<file path="src/rtl/div.sv">
// Sequential unsigned restoring divider, one quotient bit per clock, runtime operand width.
// Optional zero-divisor short-circuit enabled by defining DIV_ZERO_DETECT_EN.
module div #(
  parameter int DATA_WIDTH = 32
) (
  input  logic                          clk,
  input  logic                          rst,
  input  logic                          op_enable,
  input  logic [$clog2(DATA_WIDTH):0]   in_width,
  input  logic [DATA_WIDTH-1:0]         in_div_a,
  input  logic [DATA_WIDTH-1:0]         in_div_b,
  output logic [DATA_WIDTH-1:0]         out_quotient,
  output logic [DATA_WIDTH-1:0]         out_remainder,
  output logic                          out_div_by_zero,
  output logic                          op_finish
);

  localparam int WW = $clog2(DATA_WIDTH) + 1;
  localparam int IW = (DATA_WIDTH > 1) ? $clog2(DATA_WIDTH) : 1;

`ifdef DIV_ZERO_DETECT_EN
  localparam bit DZ_EN = 1'b1;
`else
  localparam bit DZ_EN = 1'b0;
`endif

  typedef enum logic [1:0] {IDLE, RUN, DONE} state_t;

  state_t                state_q, state_d;
  logic [DATA_WIDTH-1:0] a_q, a_d;
  logic [DATA_WIDTH-1:0] b_q, b_d;
  logic [DATA_WIDTH-1:0] rem_q, rem_d;
  logic [DATA_WIDTH-1:0] quo_q, quo_d;
  logic [IW-1:0]         idx_q, idx_d;
  logic                  dz_q, dz_d;
  logic [DATA_WIDTH-1:0] out_quo_q, out_quo_d;
  logic [DATA_WIDTH-1:0] out_rem_q, out_rem_d;
  logic                  out_dz_q, out_dz_d;
  logic                  finish_q, finish_d;

  logic [WW-1:0]         w_eff;
  logic [DATA_WIDTH-1:0] op_mask;
  logic [DATA_WIDTH-1:0] a_masked;
  logic [DATA_WIDTH-1:0] b_masked;
  logic                  zero_div;
  logic [DATA_WIDTH:0]   r_shift;
  logic [DATA_WIDTH+1:0] diff;
  logic                  borrow;

  always_comb begin
    w_eff = in_width;
    if (in_width == '0 || in_width > WW'(DATA_WIDTH)) begin
      w_eff = WW'(DATA_WIDTH);
    end
  end

  // Bit gi of an operand survives the load only when it lies below the effective width.
  generate
    for (genvar gi = 0; gi < DATA_WIDTH; gi++) begin : g_mask
      assign op_mask[gi] = (w_eff > WW'(gi));
    end
  endgenerate

  assign a_masked = in_div_a & op_mask;
  assign b_masked = in_div_b & op_mask;
  assign zero_div = DZ_EN && (b_masked == '0);

  // The partial remainder is always below the divisor, so DATA_WIDTH bits hold it after each step.
  assign r_shift = {rem_q, a_q[idx_q]};
  assign diff    = {1'b0, r_shift} - {2'b00, b_q};
  assign borrow  = diff[DATA_WIDTH+1];

  always_comb begin
    state_d   = state_q;
    a_d       = a_q;
    b_d       = b_q;
    rem_d     = rem_q;
    quo_d     = quo_q;
    idx_d     = idx_q;
    dz_d      = dz_q;
    out_quo_d = out_quo_q;
    out_rem_d = out_rem_q;
    out_dz_d  = out_dz_q;
    finish_d  = finish_q;

    if (!op_enable) begin
      state_d   = IDLE;
      out_quo_d = '0;
      out_rem_d = '0;
      out_dz_d  = 1'b0;
      finish_d  = 1'b0;
    end else begin
      case (state_q)
        IDLE: begin
          a_d   = a_masked;
          b_d   = b_masked;
          rem_d = '0;
          quo_d = '0;
          idx_d = IW'(w_eff - WW'(1));
          dz_d  = 1'b0;
          if (zero_div) begin
            dz_d    = 1'b1;
            rem_d   = a_masked;
            state_d = DONE;
          end else begin
            state_d = RUN;
          end
        end
        RUN: begin
          rem_d = borrow ? r_shift[DATA_WIDTH-1:0] : diff[DATA_WIDTH-1:0];
          quo_d = {quo_q[DATA_WIDTH-2:0], ~borrow};
          idx_d = idx_q - IW'(1);
          if (idx_q == '0) begin
            state_d = DONE;
          end
        end
        DONE: begin
          out_quo_d = quo_q;
          out_rem_d = rem_q;
          out_dz_d  = dz_q;
          finish_d  = 1'b1;
        end
        default: state_d = IDLE;
      endcase
    end
  end

  always_ff @(posedge clk or posedge rst) begin
    if (rst) begin
      state_q   <= IDLE;
      a_q       <= '0;
      b_q       <= '0;
      rem_q     <= '0;
      quo_q     <= '0;
      idx_q     <= '0;
      dz_q      <= 1'b0;
      out_quo_q <= '0;
      out_rem_q <= '0;
      out_dz_q  <= 1'b0;
      finish_q  <= 1'b0;
    end else begin
      state_q   <= state_d;
      a_q       <= a_d;
      b_q       <= b_d;
      rem_q     <= rem_d;
      quo_q     <= quo_d;
      idx_q     <= idx_d;
      dz_q      <= dz_d;
      out_quo_q <= out_quo_d;
      out_rem_q <= out_rem_d;
      out_dz_q  <= out_dz_d;
      finish_q  <= finish_d;
    end
  end

  assign out_quotient    = out_quo_q;
  assign out_remainder   = out_rem_q;
  assign out_div_by_zero = out_dz_q;
  assign op_finish       = finish_q;

endmodule

</file>
<file path="config.mk">
export PLATFORM = sky130hd
export DESIGN_NAME = div
export DESIGN_NICKNAME = d
export VERILOG_FILES = /design/src/rtl/div.sv
export SDC_FILE = /design/constraint.sdc
export NUM_CORES = 1
export LEC_CHECK = 0
export BUFFER_PORTS_ARGS = -buffer_cell sky130_fd_sc_hd__clkbuf_2
export CAP_MARGIN = 20
export CELL_PAD_IN_SITES_DETAIL_PLACEMENT = 0
export CELL_PAD_IN_SITES_GLOBAL_PLACEMENT = 1
export CORE_UTILIZATION = 30
export CTS_CLUSTER_SIZE = 24
export DETAILED_ROUTE_END_ITERATION = 7
export HOLD_SLACK_MARGIN = 0.08
export PLACE_DENSITY_LB_ADDON = 0.3
export RECOVER_POWER = 100
export SLEW_MARGIN = 0
export SYNTH_ARGS = -nofsm -noshare
export SYNTH_HDL_FRONTEND = slang
export SYNTH_SLANG_ARGS = --single-unit
</file>
<file path="constraint.sdc">
create_clock -name clk -period 7.5 [get_ports clk]
set_input_delay 0.375 -clock clk [delete_from_list [all_inputs] [get_ports clk]]
set_output_delay 0.375 -clock clk [all_outputs]
set_load 0.03 [all_outputs]
</file>
# [Word level (Yosys, flattened, before mapping)]
# Cells that the tools add are included.
[totals] output_inout_bits=66 wordCells=81 inputBits=73 reg_bits=201
[classes] n_addsub=3 order_cmp=34 eq_ne=5 bitwise_logic=3 n_mux=18 reduce_logical=8
[ops] op="$mux W32" n=5
[ops] op="$pmux W32 S2" n=2
[ops] op="$gt A6 B5 Y1 const B" n=16
[ops] op="$and A32 B32 Y32" n=2
[ops] op="$gt A6 B4 Y1 const B" n=8
[ops] op="$sub A33 B32 Y34" n=1
[ops] op="$gt A6 B3 Y1 const B" n=4
[ops] op="$gt A6 B1 Y1 const B" n=2
[ops] op="$gt A6 B2 Y1 const B" n=2
[ops] op="$pmux W5 S2" n=1
[ops] op="$sub A5 B1 Y5 const B" n=2
[ops] op="$gt A6 B6 Y1 const B" n=1
[ops] op="$logic_not A6 Y1" n=1
[ops] op="$lt A5 B6 Y1 const B" n=1
[ops] op="$mux W6" n=1
[ops] op="$pmux W2 S3" n=1
[ops] op="$reduce_and A2 Y1" n=3
[ops] op="$bmux W1 S5" n=1
[ops] op="$logic_not A5 Y1" n=1
[ops] op="$mux W1" n=5
[ops] op="$mux W2" n=2
[ops] op="$ne A3 B3 Y1 const B" n=1
[ops] op="$eq A2 B1 Y1 const B" n=1
[ops] op="$eq A2 B2 Y1 const B" n=1
[ops] op="other kinds (6)" n=6

# [Longest topological paths before layout]
[logic_depth] word_depth=5 mapped_depth=15 ltp_nobuf=14

# [Least setup slack after synthesis]
# No wires, ideal clock.
[synth_timing] path_type="reg2reg" from="reg idx_q[0]" to="reg rem_q[30]" t_required_ps=7413 n_path_buf=1 arrival_ps=4307 setup_ps=87 path_stages_with_launch=16 path_slack_ps=3107 synth_period_minus_slack_ps=4393 path_cell_list="dfrtp_1 -> buf_1 -> mux4_2 -> mux4_2 -> mux2i_1 -> ha_1 -> inv_1 -> fa_1 -> a211oi_1 -> o211ai_1 -> a21oi_1 -> o31ai_2 -> a2111oi_0 -> o21ai_0 -> a22o_1 -> o211ai_1"
[synth_between] elab_chain_len=5
[synth_lines] item="start, declared" line_no="34" source="logic [IW-1:0] idx_q, idx_d;"
[synth_lines] item="start signal, assigned" line_no="147" source="idx_q <= idx_d;"
[synth_lines] item="$bmux W1 S5" line_no="69" source="assign r_shift = {rem_q, a_q[idx_q]};"
[synth_lines] item="$mux W1 (not written as such)" line_no="69"
[synth_lines] item="$sub A33 B32 Y34" line_no="70" source="assign diff = {1'b0, r_shift} - {2'b00, b_q};"
[synth_lines] item="$mux W32" line_no="110" source="rem_d = borrow ? r_shift[DATA_WIDTH-1:0] : diff[DATA_WIDTH-1:0];"
[synth_lines] item="$pmux W32 S2" line_no="93" source="case (state_q)"
[synth_lines] item="end signal, assigned" line_no="145" source="rem_q <= rem_d;"
[synth_lines] item="end, declared" line_no="32" source="logic [DATA_WIDTH-1:0] rem_q, rem_d;"
# Every way passes these cells. The select of a mux whose other input is x is not followed.
# A chain may end at the register's enable or synchronous reset.

# [Final worst setup path]
[layout_timing] from="reg idx_q[0]" to="reg rem_q[23]"
# Same word-level chain as after synthesis.

==> impl_metrics.json <==
{
  "slowest_stage": "nor2_1",
  "cp_max_fo": 17,
  "leakage_uw": 0.005508,
  "ys.flop_type": "dfrtp_1",
  "core_area_um2": 33780,
  "stdcell_area_um2": 11900,
  "cts_resized": 0,
  "cts_buffer_depth": 2,
  "cts.sinks": 200,
  "netlist_area_um2": 10380,
  "die_x_um": 188.0,
  "async_flop_share_pct": 100.0,
  "failed_checks": "capacitance limit, slew limit",
  "cap_violations": 6,
  "die_area_um2": 35360,
  "clk_latency_ps": 450,
  "switching_share_pct": 42.31,
  "n_antenna_cell": 0,
  "grt_max_degree": 128,
  "r2r.worst_path.cells": 12,
  "antenna_found_initial": 0,
  "hpwl_mm": 21.21,
  "arrival_ps": 6030,
  "numCtsBuffers": 17,
  "ys_types": 67,
  "gp_congestion": 0.8765,
  "pwr-share-comb_pct": 44.1,
  "r2r_setup_slack_ps": 1740,
  "reg2reg_to": "rem_q[23]",
  "ys_seq_area_share_pct": 48.20,
  "p_clk_share_pct": 22.3,
  "fin_crit_ps": 5756,
  "num_vias": 8509,
  "dr.first_iter.drc_count": 449,
  "placedInstanceArea_um2": 11450,
  "cp-end-kind": "flip-flop",
  "final_common_cell": "dfrtp_1",
  "grt_pass1_vias": 8437,
  "post-cts-setup-buffer-count": 0,
  "vdd_ir_drop_max_uv": 191.7,
  "num_rows": 67,
  "grt_usage_pct": 17.73,
  "cts_hold_buf": 0,
  "internal_power_uw": 2430,
  "hp-class": "input port to flip-flop",
  "layout-drive-gt1-share_pct": 11.83,
  "hold_viol_final": 0,
  "multi_input_area_um2": 4886,
  "grt_setup_unrepaired": "no",
  "n_fill_cell": 3528,
  "setup_viol": 0,
  "hold_depth": 3,
  "routed_wl_mm": 30.35,
  "gr-total-overflow": 0,
  "clock-skew-final_ps": 13.26,
  "avgViaCountPerCell": 5.217,
  "seq_area_um2": 5005,
  "dr.pass1.iters": 5,
  "crit_required_ps": 7770,
  "grt_pass1_wl_mm": 49.16,
  "ys_ff_latch": 200,
  "areaGrowthSynthToFinish_pct": 14.56,
  "ys_warn_count": 0,
  "hold_end": "a_q[0]",
  "critical-path-top-delay-family": "simple AND/OR/NAND/NOR gates",
  "drtAntennaViolNets": 0,
  "cts_tree": "yes",
  "cts_root_buf": "clkbuf_16",
  "hold_start": "in_div_a[0]",
  "slowest_delay_ps": 1040,
  "pin_count": 139,
  "final_cell_mix": "200 x dfrtp_1, 190 x nand2_1, 78 x a22o_1",
  "relSlewSlack_pct": -271.8,
  "path_cells": "mux4_2 -> mux4_2 -> mux2i_1 -> ha_1 -> nor2b_1 -> o2111ai_1 -> a21oi_1 -> nor3_1 -> o2111ai_1 -> o2111a_1 -> nor2_1 -> o311ai_0",
  "avgRoutedWirePerCell_um": 18.61,
  "synth.net_count": 1189,
  "syn_area_per_cell_um2": 9.597,
  "cts.clk_slew.worst_paths_ps": 80,
  "pwr-share-seq_pct": 33.5,
  "status": "finished, violations left",
  "drcViolationCount": 0,
  "worst_slew_pin_slew_ps": 5546,
  "period_share_pct": 76.74,
  "fmax_mhz": 173.7,
  "crit_buf_inv": 0,
  "power_density_nw_per_um2": 354.1,
  "syn_inst": 1082,
  "slew_violations": 414,
  "start_kind": "flip-flop",
  "crit_type": "flip-flop to flip-flop",
  "setup-tns-final_ps": 0,
  "p_sw_uw": 1782,
  "rr_startpoint": "idx_q[0]",
  "fin_nets": 1278,
  "io_buffers": 137,
  "initial_core_util_pct": 30.74,
  "h-tree-depth": 4,
  "die_h_um": 188.0,
  "synth_edf_count": 0
}
-- power groups by stage --
stage                     Combinational, uW  Clock (uW)  Sequential [uW]
after floorplan                        1470           0             1350
after global routing                   2060        1000             1440
after detailed placement               1870           0             1430
final                                  1860         941             1410
after global placement                 1870           0             1430
after CTS                              1880         967             1410
-- worst reg2reg max path, cell delays in order (launching register included) --
cell       delay [ps]
dfrtp_1           710
mux4_2            590
mux4_2            500
mux2i_1           270
ha_1              230
nor2b_1            60
o2111ai_1         270
a21oi_1           140
nor3_1            540
o2111ai_1         360
o2111a_1          560
nor2_1           1040
o311ai_0          300
-- cells in the mapped netlist (all sizes together) (2+ instances only) --
cell type	number	share of area (%)
o311ai	13	1.1
nand2b	7	0.42
nor3	20	1.1
nor2b	11	0.66
o31ai	14	1.1
xor2	12	1.0
a211oi	6	0.43
o21bai	6	0.43
nand3	65	3.1
and4	3	0.25
and3	9	0.59
nand3b	2	0.14
a311oi	2	0.17
a221o	3	0.29
o21ai	58	2.8
buf	14	0.83
a22o	78	6.6
a21boi	3	0.22
xnor2	13	1.1
o211ai	15	1.1
o2111ai	3	0.37
inv	42	1.5
a31o	3	0.25
ha	33	4.0
nor2	28	1.1
a2111oi	4	0.52
and2	12	0.72
a21oi	57	2.7
mux4	10	2.2
or2	5	0.30
nand2	190	6.9
or3	5	0.30
nand4	16	0.96
a21o	12	0.87
a41oi	4	0.34
nor3b	4	0.29
clkbuf	65	2.3
a31oi	3	0.18
o21a	6	0.43
dfrtp	200	48
mux2i	3	0.29
o22ai	10	0.60
-- state kept, by name (all words and copies together) (netlist names) --
signal and flops:
op_finish 1, out_quotient 32, b_q 32, out_remainder 32, idx_q 5, state_q 2, a_q 32, quo_q 32
rem_q 32
-- how the worst max path moves through the flow --
stage                        start        end  slack, ps  cells past startpoint
after CTS                 idx_q[0]  rem_q[30]       2530                     14
after global placement    idx_q[0]  rem_q[30]       2680                     14
after detailed placement  idx_q[0]  rem_q[30]       2520                     14
after global routing           rst    a_q[31]       1140                      3
final                     idx_q[0]  rem_q[23]       1740                     12
after floorplan                rst     a_q[0]       1670                      1
-- stage by stage --
step / worst slack (ps) / cells / hold slack (ps) / util [%] / power, uW
final: 1744 / 1631 / 119.4 / 35.21 / 4212
after global routing: 1136 / 1631 / 117.4 / 35.21 / 4503
after CTS: 2528 / 1631 / 99.31 / 35.63 / 4256
after detailed placement: 2516 / 1600 / 454.8 / 33.89 / 3303
after global placement: 2685 / 1599 / 452.9 / 33.81 / 3297
after floorplan: 1671 / 1082 / 433.4 / - / 2813
-- cells by family after synthesis --
logic type	synth area share (%)
AND/OR/NAND/NOR	16.92
AO/OA/AOI/OAI	21.30
flip-flops	48.20
buffers and inverters	4.699
adder cells (fa/ha/maj)	4.169
XOR/XNOR	2.109
multiplexers	2.567
other	0.03611
-- per-layer routing --
layer	vias up	track usage [%]	share of wire (%)
li1	4095	-	-
met1	4139	27.31	51
met2	253	25.08	42
met3	22	3.425	5.8
met4	0	4.221	1.1
met5	-	0	0
-- layout make-up --
cell class / instances / area share (%)
clock inverter: 14 / 1.367
clock buffer: 17 / 3.576
tap: 448 / 4.712
inverter: 42 / 1.336
timing repair buffer: 149 / 5.859
multi-input combinational: 761 / 41.07
sequential: 200 / 42.07
(Power assumes the default switching activity.)
